## src/rtl/duck_hunt_pkg.sv

```systemverilog
// duck_hunt_pkg: shared widths, limits, colours and hit-detect state encoding
package duck_hunt_pkg;
  localparam int X_W = 8;
  localparam int Y_W = 7;
  localparam int N_BIRDS = 7;
  localparam int X_MAX = 159;
  localparam int Y_MAX = 119;
  localparam logic [2:0] COL_ERASE = 3'b000;
  typedef enum logic [2:0] {IDLE, ARMED, SCAN, REPORT, COOLDOWN} state_t;
endpackage

```

## src/rtl/frame_down_counter.sv

```systemverilog
// frame_down_counter: loadable down-counter stepped by the frame strobe
module frame_down_counter #(
  parameter int W = 4
) (
  input  logic         clock,
  input  logic         reset,
  input  logic         en,
  input  logic         load,
  input  logic [W-1:0] load_val,
  output logic [W-1:0] count,
  output logic         zero
);
  logic [W-1:0] count_q, count_d;
  // load wins over a strobe; the count parks at zero
  always_comb begin
    count_d = load ? load_val : (en && count_q != '0) ? count_q - W'(1) : count_q;
  end
  // count register
  always_ff @(posedge clock or posedge reset) begin
    if (reset) count_q <= '0;
    else count_q <= count_d;
  end
  assign count = count_q;
  assign zero = count_q == '0;
endmodule

```

## src/rtl/bird_hit_detect.sv

```systemverilog
// bird_hit_detect: scores birds drawn inside the aim window over one frame after a shot
module bird_hit_detect import duck_hunt_pkg::*; #(
  parameter int N_BIRDS = duck_hunt_pkg::N_BIRDS,
  parameter int AIM_HALF = 2,
  parameter int HOLD_FRAMES = 15,
  parameter int X_MAX = duck_hunt_pkg::X_MAX,
  parameter int Y_MAX = duck_hunt_pkg::Y_MAX
) (
  input  logic               clock,
  input  logic               reset,
  input  logic               one_frame,
  input  logic               shoot,
  input  logic [X_W-1:0]     aim_x,
  input  logic [Y_W-1:0]     aim_y,
  input  logic               plot,
  input  logic [2:0]         colour,
  input  logic [X_W-1:0]     pix_x,
  input  logic [Y_W-1:0]     pix_y,
  input  logic [2:0]         pix_bird,
  output logic               busy,
  output logic               hit_valid,
  output logic [N_BIRDS-1:0] hit_mask,
  output logic [7:0]         score
);
  localparam int CW = HOLD_FRAMES > 1 ? $clog2(HOLD_FRAMES + 1) : 1;
  state_t state_q, state_d;
  logic shoot_q, fire, pix_hit, cnt_load, cnt_zero, hit_valid_q, hit_valid_d;
  logic [X_W-1:0] lo_x_q, lo_x_d, hi_x_q, hi_x_d;
  logic [Y_W-1:0] lo_y_q, lo_y_d, hi_y_q, hi_y_d;
  logic [X_W:0] sum_x;
  logic [Y_W:0] sum_y;
  logic [N_BIRDS-1:0] hit_acc_q, hit_acc_d, hit_mask_q, hit_mask_d, acc_next;
  logic [7:0] score_q, score_d, pc;
  logic [8:0] score_sum;
  logic [CW-1:0] cnt;
  assign fire = shoot & ~shoot_q;
  // clamped window bounds, pixel qualification and saturating score
  always_comb begin
    sum_x = {1'b0, aim_x} + (X_W+1)'(AIM_HALF);
    sum_y = {1'b0, aim_y} + (Y_W+1)'(AIM_HALF);
    lo_x_d = lo_x_q;
    hi_x_d = hi_x_q;
    lo_y_d = lo_y_q;
    hi_y_d = hi_y_q;
    pix_hit = plot && colour != COL_ERASE && pix_x >= lo_x_q && pix_x <= hi_x_q &&
              pix_y >= lo_y_q && pix_y <= hi_y_q && int'(pix_bird) < N_BIRDS;
    acc_next = hit_acc_q | (pix_hit ? N_BIRDS'(1) << pix_bird : '0);
    pc = '0;
    for (int i = 0; i < N_BIRDS; i++) pc = pc + 8'(acc_next[i]);
    score_sum = {1'b0, score_q} + {1'b0, pc};
    state_d = state_q;
    hit_acc_d = hit_acc_q;
    hit_mask_d = hit_mask_q;
    score_d = score_q;
    hit_valid_d = 1'b0;
    cnt_load = 1'b0;
    case (state_q)
      IDLE: if (fire) begin
        lo_x_d = aim_x >= X_W'(AIM_HALF) ? aim_x - X_W'(AIM_HALF) : '0;
        lo_y_d = aim_y >= Y_W'(AIM_HALF) ? aim_y - Y_W'(AIM_HALF) : '0;
        hi_x_d = sum_x > (X_W+1)'(X_MAX) ? X_W'(X_MAX) : sum_x[X_W-1:0];
        hi_y_d = sum_y > (Y_W+1)'(Y_MAX) ? Y_W'(Y_MAX) : sum_y[Y_W-1:0];
        hit_acc_d = '0;
        state_d = ARMED;
      end
      ARMED: state_d = one_frame ? SCAN : ARMED;
      SCAN: begin
        hit_acc_d = acc_next;
        if (one_frame) begin
          state_d = REPORT;
          hit_valid_d = 1'b1;
          hit_mask_d = acc_next;
          score_d = score_sum > 9'd255 ? 8'hFF : score_sum[7:0];
        end
      end
      REPORT: begin
        cnt_load = 1'b1;
        state_d = COOLDOWN;
      end
      COOLDOWN: state_d = (cnt_zero || (one_frame && cnt == CW'(1))) ? IDLE : COOLDOWN;
      default: state_d = IDLE;
    endcase
  end
  // state, window, accumulator and output registers
  always_ff @(posedge clock or posedge reset) begin
    if (reset) begin
      state_q <= IDLE;
      shoot_q <= 1'b0;
      lo_x_q <= '0;
      hi_x_q <= '0;
      lo_y_q <= '0;
      hi_y_q <= '0;
      hit_acc_q <= '0;
      hit_mask_q <= '0;
      score_q <= '0;
      hit_valid_q <= 1'b0;
    end else begin
      state_q <= state_d;
      shoot_q <= shoot;
      lo_x_q <= lo_x_d;
      hi_x_q <= hi_x_d;
      lo_y_q <= lo_y_d;
      hi_y_q <= hi_y_d;
      hit_acc_q <= hit_acc_d;
      hit_mask_q <= hit_mask_d;
      score_q <= score_d;
      hit_valid_q <= hit_valid_d;
    end
  end
  frame_down_counter #(.W(CW)) u_cool (
    .clock(clock),
    .reset(reset),
    .en(one_frame),
    .load(cnt_load),
    .load_val(CW'(HOLD_FRAMES)),
    .count(cnt),
    .zero(cnt_zero)
  );
  assign busy = state_q != IDLE;
  assign hit_valid = hit_valid_q;
  assign hit_mask = hit_mask_q;
  assign score = score_q;
endmodule

```

## config.mk

```make
export PLATFORM = sky130hd
export DESIGN_NAME = bird_hit_detect
export DESIGN_NICKNAME = d
export VERILOG_FILES = /design/src/rtl/duck_hunt_pkg.sv /design/src/rtl/frame_down_counter.sv /design/src/rtl/bird_hit_detect.sv
export SDC_FILE = /design/constraint.sdc
export NUM_CORES = 1
export LEC_CHECK = 0
export ABC_CLOCK_PERIOD_IN_PS = 7000
export CAP_MARGIN = 30
export CORE_AREA = 2 2 74 111
export DETAILED_ROUTE_END_ITERATION = 6
export DIE_AREA = 0 0 76 113
export GPL_TIMING_DRIVEN = 1
export PLACE_DENSITY = 0.79
export REMOVE_ABC_BUFFERS = 1
export SLEW_MARGIN = 0
export SYNTH_ARGS = -nofsm -noshare
export SYNTH_HDL_FRONTEND = slang
export SYNTH_SLANG_ARGS = --single-unit
```

## constraint.sdc

```tcl
create_clock -name clock -period 7 [get_ports clock]
set_clock_uncertainty 0.1 [all_clocks]
set_input_delay 1.05 -clock clock [delete_from_list [all_inputs] [get_ports clock]]
set_output_delay 1.05 -clock clock [all_outputs]
set_load 0.05 [all_outputs]
```

After elaboration in Yosys (flattened, before gate mapping)
Cells that the tools add are included.
- input port bits: 41
- logic and storage cells: 82
- flip-flop bits (word level): 61
- output and inout port bits: 17
- bitwise logic cells: 3
- reductions and logical operators: 20
- $add $sub $neg: 12
- equality and inequality tests: 7
- muxes and demuxes: 18
- order comparisons: 10
- shift-type cells: 1
- operators with widths (cell ; number):
    2-to-1 mux 7 bit ; 4
    2-to-1 mux 8 bit ; 3
    greater-than comparator 9 x 8 -> 1 bit, second input constant ; 2
    case mux 3 bit (5 select lines) ; 1
    case mux 7 bit (2 select lines) ; 1
    adder 8 x 2 -> 9 bit, second input constant ; 1
    adder 8 x 7 -> 9 bit ; 1
    2-to-1 mux 3 bit ; 3
    adder 7 x 2 -> 8 bit, second input constant ; 1
    greater-or-equal comparator 8 x 2 -> 1 bit, second input constant ; 1
    greater-or-equal comparator 8 bit ; 1
    greater-than comparator 8 x 7 -> 1 bit, second input constant ; 1
    <= comparator 8 bit ; 1
    logical AND 1 bit ; 8
    2-to-1 mux 4 bit ; 2
    AND reduction 2 bit ; 4
    subtractor 8 x 2 -> 8 bit, second input constant ; 1
    adder 6 x 1 -> 7 bit ; 1
    greater-or-equal comparator 7 x 2 -> 1 bit, second input constant ; 1
    greater-or-equal comparator 7 bit ; 1
    <= comparator 7 bit ; 1
    OR 7 bit ; 1
    << shifter 1 x 3 -> 7 bit, first input constant ; 1
    subtractor 7 x 2 -> 7 bit, second input constant ; 1
    other kinds (22) ; 28

Longest topological paths before layout
Gate-level depths: netlist (run 1).
- depth after elaboration: 18
- gate-level depth with buffers: 20
- depth with buffers taken out: 20

By module
From an unflattened synthesis (run 1), not the netlist that was laid out.
- cells, all modules: 444
- area, all modules: 4147.7 µm²
- by module, submodules not included (module ; cells each ; sequential area each (µm²) ; area an instance (µm²) ; instances):
    bird_hit_detect ; 416 ; 1426.4 ; 3891.2 ; 1
    frame_down_counter ; 28 ; 100.1 ; 256.5 ; 1

Worst setup path before layout (run 1)
No wires, ideal clock.
- kind: input-to-reg
- start: input port pix_y[5]
- end: register score_q[1], in the netlist score[1]
- data required time: 6.779 ns
- arrival: 5.384 ns
- library setup time: 0.121 ns
- setup slack: 1.395 ns
- stages on the path: 19
- buffers on the path: 0
- cell sequence: ha_1 a21o_1 a21oi_2 nand3_1 a221oi_4 and3_1 a31oi_1 fa_1 fa_1 fa_1 inv_1 ha_1 fa_1 a21o_1 a21oi_1 nor2b_1 nand2_1 o21ai_0 o22a_1
- longest elaborated chain between the ends: 15
- elaborated cells on any way between the ends: 16
- those cells by class: add/sub (7); order compare (3); mux (2); bitwise (1); reduce/logical (3)
- RTL lines (element ; RTL line ; text):
    from (decl) ; bird_hit_detect.sv:18 ; input logic [Y_W-1:0] pix_y,
    greater-or-equal comparator 7 bit ; bird_hit_detect.sv:46 ; pix_y >= lo_y_q && pix_y <= hi_y_q && int'(pix_bird) < N_BIRDS;
    logical AND 1 bit ; bird_hit_detect.sv:45 ; pix_hit = plot && colour != COL_ERASE && pix_x >= lo_x_q && pix_x <= hi_x_q &&
    logical AND 1 bit * (2 in a row) ; bird_hit_detect.sv:46 ;
    2-to-1 mux 7 bit * ; bird_hit_detect.sv:47 ; acc_next = hit_acc_q | (pix_hit ? N_BIRDS'(1) << pix_bird : '0);
    OR 7 bit * ; bird_hit_detect.sv:47 ;
    adder 1 x 1 -> 2 bit ; bird_hit_detect.sv:49 ; for (int i = 0; i < N_BIRDS; i++) pc = pc + 8'(acc_next[i]);
    adder 2 x 1 -> 3 bit ; bird_hit_detect.sv:49 ;
    adder 3 x 1 -> 4 bit ; bird_hit_detect.sv:49 ;
    adder 4 x 1 -> 5 bit ; bird_hit_detect.sv:49 ;
    adder 5 x 1 -> 6 bit ; bird_hit_detect.sv:49 ;
    adder 6 x 1 -> 7 bit * ; bird_hit_detect.sv:49 ;
    adder 8 x 7 -> 9 bit * ; bird_hit_detect.sv:50 ; score_sum = {1'b0, score_q} + {1'b0, pc};
    greater-than comparator 9 x 8 -> 1 bit ; bird_hit_detect.sv:73 ; score_d = score_sum > 9'd255 ? 8'hFF : score_sum[7:0];
    2-to-1 mux 8 bit * ; bird_hit_detect.sv:73 ;
    to (signal assigned) ; bird_hit_detect.sv:106 ; score_q <= score_d;
    to (decl) ; bird_hit_detect.sv:33 ; logic [7:0] score_q, score_d, pc;
Mark *: on every way between the ends. The rest lies on a longest branch, timed or not.
A chain may end at the register's enable or synchronous reset.

Worst setup path after layout (run 1)
- start: input port pix_x[0]
- end: register score_q[1], in the netlist score[1]
- longest elaborated chain between the ends: 17
- elaborated cells on any way between the ends: 18
- those cells by class: add/sub (7); order compare (3); mux (2); bitwise (1); reduce/logical (5)
- RTL lines (element ; RTL line ; text):
    from (decl) ; bird_hit_detect.sv:17 ; input logic [X_W-1:0] pix_x,
    greater-or-equal comparator 8 bit ; bird_hit_detect.sv:45 ;
    logical AND 1 bit ; bird_hit_detect.sv:45 ;
    logical AND 1 bit * (2 in a row) ; bird_hit_detect.sv:45 ;
    logical AND 1 bit * (2 in a row) ; bird_hit_detect.sv:46 ;
    2-to-1 mux 7 bit * ; bird_hit_detect.sv:47 ;
    OR 7 bit * ; bird_hit_detect.sv:47 ;
    adder 1 x 1 -> 2 bit ; bird_hit_detect.sv:49 ;
    adder 2 x 1 -> 3 bit ; bird_hit_detect.sv:49 ;
    adder 3 x 1 -> 4 bit ; bird_hit_detect.sv:49 ;
    adder 4 x 1 -> 5 bit ; bird_hit_detect.sv:49 ;
    adder 5 x 1 -> 6 bit ; bird_hit_detect.sv:49 ;
    adder 6 x 1 -> 7 bit * ; bird_hit_detect.sv:49 ;
    adder 8 x 7 -> 9 bit * ; bird_hit_detect.sv:50 ;
    greater-than comparator 9 x 8 -> 1 bit ; bird_hit_detect.sv:73 ;
    2-to-1 mux 8 bit * ; bird_hit_detect.sv:73 ;
Marks and branches as above.

==> flow_metrics.env, run 1 <==
export IMPL_status="finished, final reports clean"
export IMPL_fin_ws_ns=0.700
export IMPL_antenna_left=0
export IMPL_max_stage_delay_ns=0.52
export IMPL_drive_gt1_frac=0.0604
export IMPL_nets=582
export IMPL_min_path_type="flop to flop"
export IMPL_wirelength_microns=9190
export IMPL_drc_errors=0
export IMPL_sw_frac_of_total=0.393
export IMPL_clkSinkCount=61
export IMPL_synth_seq_cells=61
export IMPL_grt_pass1_wl_microns=15800
export IMPL_dp_hpwl_microns=6930
export IMPL_vias=3378
export IMPL_cap_violations=0
export IMPL_core_area_sq_um=7560
export IMPL_initial_utilization=0.540
export IMPL_pin_count=58
export IMPL_crit_chain="clkdlybuf4s50_1 -> inv_1 -> ha_1 -> nand2b_1 -> a2111oi_0 -> nand4b_1 -> a221oi_4 -> and3_1 -> a31oi_1 -> fa_1 -> fa_1 -> fa_1 -> inv_1 -> ha_1 -> fa_1 -> a21o_1 -> a21oi_1 -> nor2b_1 -> nand2_1 -> o21ai_0 -> o22a_1"
export IMPL_min_period_ns=6.30
export IMPL_finalSetupTns_ns=0
export IMPL_cts_hold_buf=0
export IMPL_postSynth_asyncResetShare=1.00
export IMPL_p_int_mw=1.08
export IMPL_clockBufferDepth=2
export IMPL_post_cts_buffers=0
export IMPL_fin_area_sq_um=5000
export IMPL_crit_path_start_kind="input pin"
export IMPL_synthCells=438
export IMPL_clock_latency_ns=0.33
export IMPL_synth_cell_area_sq_um=4090
export IMPL_gr_usage_all_layers=0.231
export IMPL_placed_area_sq_um=4720
export IMPL_cts_tree="done"
export IMPL_multi_input_area_sq_um=2300
export IMPL_die_y_microns=113
export IMPL_die_x_microns=76
export IMPL_cp_required_ns=7.11
export IMPL_wl_per_cell_microns=15.3
export IMPL_final_period_utilization=0.900
export IMPL_antenna_found_initial=0
export IMPL_synth_edf_count=0
export IMPL_ctsResizeCount=0
export IMPL_end_kind="flop"
export IMPL_grt_pass1_vias=3484
export IMPL_ys_warn_count=0
export IMPL_p_comb_frac=0.454
export IMPL_place_inst=584
export IMPL_nFillCells=604
export IMPL_cts_root_buffer="clkbuf_16"
export IMPL_crit_slowest_cell="a2111oi_0"
export IMPL_pwr_density_cell_nw_per_um2=357
export IMPL_rsz0062_at_grt="false"
export IMPL_n_antenna_cell=0
export IMPL_crit_top_cell="fa_1"
export IMPL_power_mw=1.79
export IMPL_seqCellArea_sq_um=1530
export IMPL_synth_distinct_cells=61
export IMPL_die_area_sq_um=8590
export IMPL_hold_violations=0
export IMPL_p_switching_mw=0.703
export IMPL_rr_worst_depth=19
export IMPL_grt_ovfl_total=0
export IMPL_place_ws_ns=0.331
export IMPL_grt_max_degree=62
export IMPL_syn_area_per_cell_sq_um=9.33
export IMPL_numCtsBuffers=9
export IMPL_yosysSeqAreaShare=0.373
export IMPL_whs_path_depth=2
export IMPL_fmax_mhz=159
export IMPL_htree_num_levels=3
export IMPL_pwr_share_seq=0.313
export IMPL_place_congestion=0.910
export IMPL_portBuffers=57
export IMPL_row_count=39
export IMPL_first_pass_iters=4
export IMPL_synthFlopType="dfrtp_1"
export IMPL_path_max_fanout=8
export IMPL_relSlewSlack=0.399
export IMPL_path_clk_slew_ns=0.05
export IMPL_leakage_nw=2.32
export IMPL_cp_arrival_ns=6.41
export IMPL_clock_power_share=0.232
export IMPL_stdcell_count=599
export IMPL_drv_slew=0
export IMPL_via_per_inst=5.64
export IMPL_synthToLayoutAreaGrowth_pct=22.4
export IMPL_ir_worst_vdd_mv=0.198
export IMPL_setup_violations=0
export IMPL_dr_first_iter_drc_count=185
export IMPL_worstSetupPathType="input pin to flop"
export IMPL_max_slew_worst_pin_slew_ns=0.894
-- power groups by stage --
stage | Clock, mW | Sequential (mW) | Combinational [mW]
floorplan | 0 | 0.645 | 0.482
global placement | 0 | 0.557 | 0.774
detailed placement | 0 | 0.565 | 0.806
CTS | 0.422 | 0.561 | 0.815
global route | 0.435 | 0.576 | 0.904
finish | 0.415 | 0.560 | 0.811
-- registers in the layout (all words and copies together) (netlist names) --
| signal | cells |
|---|---|
| hi_x_q | 8 |
| hi_y_q | 7 |
| hit_acc_q | 7 |
| hit_mask | 7 |
| hit_valid | 1 |
| lo_x_q | 8 |
| lo_y_q | 7 |
| score | 8 |
| shoot_q | 1 |
| state_q | 3 |
| u_cool.count | 4 |
-- per-layer routing --
layer / vias to the layer above / share of wire / track usage
met5: - / 0 / 0
met4: 0 / 0.028 / 0.122
met3: 24 / 0.032 / 0.0399
met1: 1626 / 0.41 / 0.259
met2: 72 / 0.53 / 0.418
li1: 1656 / - / -
-- cells in the mapped netlist (5+ instances only) --
library cell  count  area share
o21ai_0          23       0.028
ha_1             44        0.13
nand2_1          43       0.039
mux2i_1          10       0.024
and3_1            5      0.0077
o22ai_1          12       0.018
nor2b_1          12       0.018
nor2_1           26       0.024
a31oi_1          10       0.015
xnor2_1          10       0.021
xor2_1            6       0.013
o211ai_1          8       0.015
nand3_1          10       0.012
clkbuf_1          7      0.0064
nor3_1            5      0.0061
dfrtp_1          61        0.37
o21ai_1           5      0.0061
a21o_1            5      0.0092
nand2b_1          6      0.0092
a21oi_1          16       0.020
inv_1            50       0.046
-- worst max-delay path, delay by kind of cell --
kind,cells,cell delay (ns)
buffers and inverters,3,0.54
AOI/OAI and AO/OA,7,1.70
and+or+nand+nor,5,0.83
adders and majority gates,6,2.28
-- through the flow --
step,hold slack [ns],util
after global placement,0.367,0.625
final,0.391,0.662
after global routing,0.416,0.662
after floorplan,0.350,-
after CTS,0.390,0.662
after detailed placement,0.370,0.625
-- layout make-up --
type / instances / share of cell area
Inverter: 50 / 0.0375
Multi-Input combinational cell: 312 / 0.459
Clock inverter: 1 / 0.00100
Tap cell: 102 / 0.0255
Clock buffer: 14 / 0.0548
Timing Repair Buffer: 59 / 0.117
Sequential cell: 61 / 0.305
-- cell families (layout without fill, tap and decap cells) --
logic type      after synthesis  in the layout  share of synthesized area
compound gates              110            110                      0.187
xor+xnor                     16             16                     0.0343
fa+ha+maj                    48             48                      0.154
buf+inv                      65            124                     0.0646
flops                        61             61                      0.373
mux                          12             12                     0.0300
simple gates                126            126                      0.156
-- final timing paths --
path                            slack [ns]  startpoint               to
worst max-delay path                  0.70    pix_x[0]         score[1]
max in group asynchronous             5.11       reset     hit_acc_q[1]
worst max register to register        1.56   lo_x_q[0]         score[1]
min in group asynchronous             1.16       reset  u_cool.count[3]
worst min register to register        0.39   lo_x_q[6]        lo_x_q[6]
worst min-delay path                  0.39   lo_x_q[6]        lo_x_q[6]
-- layout by cell type (no fill, tap or decap), types with 3 or more instances in the layout --
cell,count
a21oi_1,16
mux2i_1,10
clkbuf_8,3
nor2_1,26
clkdlybuf4s50_1,57
a21o_1,5
and3_1,5
nor3_1,5
o22a_1,4
nand2b_1,6
xnor2_1,10
nand4_1,3
dfrtp_1,61
o22ai_1,12
ha_1,44
o211ai_1,8
clkbuf_16,9
o311ai_0,3
a31oi_1,10
o21ai_0,23
o21ai_1,5
nor2b_1,12
fa_1,4
xor2_1,6
inv_1,49
nand3_1,10
nand2_1,43
No activity file was read; power rests on OpenSTA's default activity.
==> run 2: changes to the inputs <==
--- a/config.mk
+++ b/config.mk
@@ -5,13 +5,14 @@
 export SDC_FILE = /design/constraint.sdc
 export NUM_CORES = 1
 export LEC_CHECK = 0
+export ABC_AREA = 1
 export ABC_CLOCK_PERIOD_IN_PS = 7000
 export CAP_MARGIN = 30
 export CORE_AREA = 2 2 74 111
 export DETAILED_ROUTE_END_ITERATION = 6
 export DIE_AREA = 0 0 76 113
 export GPL_TIMING_DRIVEN = 1
-export PLACE_DENSITY = 0.79
+export PLACE_DENSITY = 0.83
 export REMOVE_ABC_BUFFERS = 1
 export SLEW_MARGIN = 0
 export SYNTH_ARGS = -nofsm -noshare
==> flow_metrics.env, run 2 <==
export IMPL_end_kind="flop"
export IMPL_seqCellArea_sq_um=1530
export IMPL_crit_top_cell="nand2_1"
export IMPL_leakage_nw=2.56
export IMPL_die_y_microns=113
export IMPL_pwr_density_cell_nw_per_um2=315
export IMPL_cts_tree="done"
export IMPL_max_slew_worst_pin_slew_ns=0.787
export IMPL_wirelength_microns=9330
export IMPL_clock_latency_ns=0.33
export IMPL_synth_cell_area_sq_um=4100
export IMPL_synth_top_area_cell="dfrtp_1"
export IMPL_initial_utilization=0.542
export IMPL_dp_hpwl_microns=6870
export IMPL_most_common_layout_cells="nand2_1, inv_1, dfrtp_1"
export IMPL_grt_pass1_wl_microns=16200
export IMPL_synthToLayoutAreaGrowth_pct=23.0
export IMPL_drc_errors=0
export IMPL_worstSetupPathType="input pin to flop"
export IMPL_numCtsBuffers=9
export IMPL_post_cts_buffers=0
export IMPL_row_count=39
export IMPL_dr_first_iter_drc_count=172
export IMPL_gr_usage_all_layers=0.235
export IMPL_grt_ovfl_total=0
export IMPL_nets=673
export IMPL_cp_arrival_ns=5.91
export IMPL_final_common_cell="nand2_1"
export IMPL_synth_edf_count=0
export IMPL_setup_violations=0
export IMPL_utilization=0.667
export IMPL_pin_count=58
export IMPL_status="finished, final reports clean"
export IMPL_synth_distinct_cells=32
export IMPL_drv_slew=0
export IMPL_die_area_sq_um=8590
export IMPL_crit_slowest_cell="fa_1"
export IMPL_yosysSeqAreaShare=0.372
export IMPL_relSlewSlack=0.475
export IMPL_nFillCells=597
export IMPL_cts_root_buffer="clkbuf_16"
export IMPL_netlist_area_leader_share=0.372
export IMPL_crit_chain="clkdlybuf4s50_1 -> ha_1 -> nand2_1 -> nand2_1 -> a21oi_1 -> nand2_1 -> nand2_1 -> nand3_1 -> nor2_1 -> nand3_1 -> nand2_1 -> inv_1 -> fa_1 -> fa_1 -> fa_1 -> inv_1 -> ha_1 -> fa_1 -> a31oi_1 -> nor2_1 -> inv_1 -> nor2_1 -> nor2_1 -> a2bb2oi_1"
export IMPL_critPathTopFamily="adder cells"
export IMPL_ctsResizeCount=0
export IMPL_hold_violations=0
export IMPL_max_stage_delay_ns=0.52
export IMPL_cp_required_ns=7.11
export IMPL_grt_max_degree=62
export IMPL_cts_hold_buf=0
export IMPL_syn_area_per_cell_sq_um=7.83
export IMPL_path_clk_slew_ns=0.05
export IMPL_antenna_left=0
export IMPL_synth_seq_cells=61
export IMPL_min_period_ns=5.81
export IMPL_wl_per_cell_microns=13.5
export IMPL_yosys_top_cells_count="inv_1, nand2_1, dfrtp_1, ha_1, nor2_1"
export IMPL_drive_gt1_frac=0.0459
export IMPL_synth_area_top_cells="dfrtp_1, ha_1, inv_1, nand2_1, nor2_1"
export IMPL_power_mw=1.59
export IMPL_synthFlopType="dfrtp_1"
export IMPL_portBuffers=57
export IMPL_clockBufferDepth=2
export IMPL_cap_violations=0
export IMPL_ir_worst_vdd_mv=0.178
export IMPL_vias=3663
export IMPL_cp_buffers_inverters=4
export IMPL_crit_path_start_kind="input pin"
export IMPL_synthCells=524
export IMPL_core_area_sq_um=7560
export IMPL_grt_pass1_vias=3678
export IMPL_finalSetupTns_ns=0
export IMPL_rsz0062_at_grt="false"
export IMPL_min_path_type="flop to flop"
export IMPL_antenna_found_initial=0
export IMPL_htree_num_levels=3
export IMPL_die_x_microns=76
export IMPL_ys_warn_count=0
export IMPL_fmax_mhz=172
export IMPL_clkSinkCount=61
export IMPL_postSynth_asyncResetShare=1.00
export IMPL_place_congestion=0.907
export IMPL_multi_input_area_sq_um=2130
export IMPL_first_pass_iters=5
export IMPL_n_antenna_cell=0
export IMPL_final_period_utilization=0.830
export IMPL_path_max_fanout=7
export IMPL_via_per_inst=5.31
-- run 2: final timing paths --
| kind | startpoint | slack [ns] | cells after the start | endpoint |
|---|---|---|---|---|
| max | pix_y[4] | 1.19 | 24 | score[3] |
| min | hit_mask[5] | 0.38 | 2 | hit_mask[5] |
| max reg2reg | hi_y_q[6] | 2.02 | 24 | score[3] |
| min reg2reg | hit_mask[5] | 0.38 | 2 | hit_mask[5] |
| max in group asynchronous | reset | 5.12 | 3 | lo_x_q[6] |
| min in group asynchronous | reset | 1.17 | 3 | u_cool.count[1] |
-- run 2: per-layer routing --
layer	vias up	GRT usage	wire length [microns]	share of wire
li1	1814	-	-	-
met1	1714	0.245	3690	0.40
met2	108	0.439	4920	0.53
met3	27	0.0415	399	0.043
met4	0	0.142	323	0.035
met5	-	0	0	0
-- run 2: area by class of cell --
type / count / area share
inverters: 104 / 0.0774
clock buffers: 14 / 0.0543
flip-flops and latches: 61 / 0.303
multi-input cells: 349 / 0.423
well taps: 102 / 0.0253
repair buffers: 59 / 0.116
clock inverters: 1 / 0.000992
-- run 2: kinds of logic (layout without fill, tap and decap cells) --
| group | count (synthesis) | count (layout) | share of synthesized area |
|---|---|---|---|
| compound gates | 83 | 83 | 0.119 |
| xor+xnor | 15 | 15 | 0.0320 |
| fa+ha+maj | 48 | 48 | 0.154 |
| buf+inv | 114 | 178 | 0.107 |
| flops | 61 | 61 | 0.372 |
| simple gates | 203 | 203 | 0.216 |
-- run 2: worst min-delay path, stage by stage (launching register included) --
cell and delay [ns]:
dfrtp_1 0.34, nand2_1 0.05, nand2_1 0.06
-- run 2: stage by stage --
step	cells	area, sq um	worst slack, ns	hold slack, ns
detailed placement	675	4760	1.00	0.373
finish	690	5040	1.19	0.381
CTS	690	5040	1.22	0.386
floorplan	514	4050	1.94	0.357
global placement	675	4760	1.18	0.369
global route	690	5040	0.774	0.414
-- run 2: power breakdown --
part | total, mW | leakage [nW] | switching [mW] | internal, mW
Sequential | 0.526 | 0.764 | 0.0586 | 0.467
Combinational | 0.653 | 1.66 | 0.392 | 0.260
Clock | 0.412 | 0.139 | 0.147 | 0.265
==> run 3: changes to the inputs <==
--- a/config.mk
+++ b/config.mk
@@ -6,13 +6,13 @@
 export NUM_CORES = 1
 export LEC_CHECK = 0
 export ABC_AREA = 1
-export ABC_CLOCK_PERIOD_IN_PS = 7000
+export ABC_CLOCK_PERIOD_IN_PS = 5000
 export CAP_MARGIN = 30
-export CORE_AREA = 2 2 74 111
+export CORE_AREA = 2 2 77 116
 export DETAILED_ROUTE_END_ITERATION = 6
-export DIE_AREA = 0 0 76 113
+export DIE_AREA = 0 0 79 118
 export GPL_TIMING_DRIVEN = 1
-export PLACE_DENSITY = 0.83
+export PLACE_DENSITY = 0.8
 export REMOVE_ABC_BUFFERS = 1
 export SLEW_MARGIN = 0
 export SYNTH_ARGS = -nofsm -noshare
==> constraint.sdc (replaced) <==
create_clock -name clock -period 5 [get_ports clock]
set_clock_uncertainty 0.1 [all_clocks]
set_input_delay 0.75 -clock clock [delete_from_list [all_inputs] [get_ports clock]]
set_output_delay 0.75 -clock clock [all_outputs]
set_load 0.05 [all_outputs]
==> flow_metrics.env, run 3 (synthesized netlist as in run 2, its figures left out) <==
export IMPL_status="finished, final reports clean"
export IMPL_htree_num_levels=3
export IMPL_fmax_mhz=203
export IMPL_setup_violations=0
export IMPL_crit_path_start_kind="input pin"
export IMPL_crit_top_cell="buf_4"
export IMPL_sw_frac_of_total=0.394
export IMPL_nFillCells=657
export IMPL_leakage_nw=2.85
export IMPL_grt_max_degree=40
export IMPL_pin_count=58
export IMPL_n_antenna_cell=0
export IMPL_path_clk_slew_ns=0.05
export IMPL_initial_utilization=0.494
export IMPL_numCtsBuffers=9
export IMPL_crit_slowest_cell="clkdlybuf4s50_1"
export IMPL_hold_violations=0
export IMPL_cp_buffers_inverters=25
export IMPL_p_switching_mw=0.950
export IMPL_most_common_layout_cells="nand2_1, inv_1, dfrtp_1"
export IMPL_grt_pass1_vias=4147
export IMPL_cp_arrival_ns=5.04
export IMPL_pwr_share_seq=0.308
export IMPL_wirelength_microns=11300
export IMPL_path_max_fanout=3
export IMPL_max_stage_delay_ns=0.53
export IMPL_wl_per_cell_microns=15.3
export IMPL_end_kind="flop"
export IMPL_dp_hpwl_microns=7530
export IMPL_finalSetupTns_ns=0
export IMPL_min_period_ns=4.92
export IMPL_ir_worst_vdd_mv=0.245
export IMPL_clock_latency_ns=0.33
export IMPL_cts_tree="done"
export IMPL_cap_violations=0
export IMPL_critPathTopFamily="buffers and inverters"
export IMPL_synthToLayoutAreaGrowth_pct=36.3
export IMPL_relSlewSlack=0.431
export IMPL_drv_slew=0
export IMPL_place_congestion=0.883
export IMPL_row_count=41
export IMPL_min_path_type="flop to flop"
export IMPL_core_area_sq_um=8310
export IMPL_clockBufferDepth=2
export IMPL_first_pass_iters=7
export IMPL_die_area_sq_um=9320
export IMPL_via_per_inst=5.36
export IMPL_die_y_microns=118
export IMPL_portBuffers=57
export IMPL_final_period_utilization=0.985
export IMPL_pwr_density_cell_nw_per_um2=431
export IMPL_clock_power_share=0.232
export IMPL_p_int_mw=1.46
export IMPL_die_x_microns=79
export IMPL_p_comb_frac=0.460
export IMPL_gr_usage_all_layers=0.245
export IMPL_cts_root_buffer="clkbuf_16"
export IMPL_drive_gt1_frac=0.186
export IMPL_clkSinkCount=61
export IMPL_drc_errors=0
export IMPL_nets=716
export IMPL_antenna_left=0
export IMPL_worstSetupPathType="input pin to flop"
export IMPL_cp_required_ns=5.12
export IMPL_vias=3951
export IMPL_antenna_found_initial=0
export IMPL_grt_ovfl_total=0
export IMPL_grt_pass1_wl_microns=18100
export IMPL_max_slew_worst_pin_slew_ns=0.853
export IMPL_dr_first_iter_drc_count=261
export IMPL_utilization=0.673
==> run 3: cell types whose count changed in the layout (fill, tap and decap cells not counted), sizes merged <==
cell | before | now
clkdlybuf4s50 | 57 | 42
clkbuf | 14 | 19
clkdlybuf4s15 | 0 | 1
buf | 2 | 45
clkinv | 1 | 2
dlymetal6s2s | 0 | 7
==> run 3: what timing repair did <==
item                                    in CTS  in global routing
gates resized for setup                     15                 62
buffers inserted                            25                  2
hold buffers                                 0                  0
endpoints found under the setup margin       8                  9
pin swaps                                    9                 36
==> run 3: cell type report <==
cell class	count	area, sq um	share of cell area
multi-input combinational	349	2380	0.426
sequential	61	1530	0.273
timing repair buffer	102	891	0.159
inverter	104	390	0.0698
clock buffer	12	256	0.0459
tap	107	134	0.0239
clock inverter	2	10.0	0.00179
==> run 3: worst reg2reg max path: stages (launching register included) <==
cell and delay [ns]:
dfrtp_1 0.35, inv_1 0.05, ha_1 0.31, nand2_1 0.07, nand2_1 0.06, a21oi_2 0.13
nand2_1 0.06, nand2_1 0.08, nand3_2 0.09, nor2_4 0.16, nand3_2 0.10, nand2_1 0.11
inv_1 0.07, fa_1 0.46, fa_1 0.53, fa_1 0.56, inv_1 0.05, ha_2 0.18
fa_2 0.37, a31oi_4 0.28, nor2_4 0.08, inv_2 0.07, nor2_4 0.05, nor2_4 0.13
a2bb2oi_2 0.07
==> run 3: final timing paths <==
kind,startpoint,slack [ns],to,cells past startpoint
max,pix_bird[2],0.08,hit_mask[2],33
min,hit_mask[4],0.38,hit_mask[4],2
max in group asynchronous,reset,3.14,hi_x_q[1],3
max reg2reg,hi_y_q[4],0.30,score[2],24
min in group asynchronous,reset,0.82,shoot_q,2
min reg2reg,hit_mask[4],0.38,hit_mask[4],2
==> run 3: per-layer routing <==
metal	share of wire	vias to the layer above	wire length, microns	GRT usage
met5	0	-	0	0
met4	0.041	0	457	0.131
met3	0.038	45	427	0.0498
met2	0.55	120	6230	0.454
met1	0.37	1881	4160	0.249
li1	-	1905	-	-
==> run 3: power groups by stage <==
stage                     clock network (mW)  logic [mW]  registers [mW]
after floorplan                            0       0.613           0.779
after global placement                     0       0.899           0.734
after detailed placement                   0       0.943           0.744
after CTS                              0.565       0.993           0.737
after global routing                   0.588        1.24           0.759
final                                  0.560        1.11           0.742
==> run 3: metrics by stage <==
| stage | setup WS, ns | total power [mW] | cells | area [sq um] | hold WS, ns |
|---|---|---|---|---|---|
| global placement | -0.371 | 1.63 | 696 | 4890 | 0.368 |
| detailed placement | -0.491 | 1.69 | 696 | 4890 | 0.375 |
| global route | -0.0704 | 2.58 | 737 | 5590 | 0.417 |
| CTS | 0.00946 | 2.30 | 735 | 5400 | 0.391 |
| floorplan | 0.236 | 1.39 | 514 | 4050 | 0.357 |
| finish | 0.0763 | 2.41 | 737 | 5590 | 0.382 |
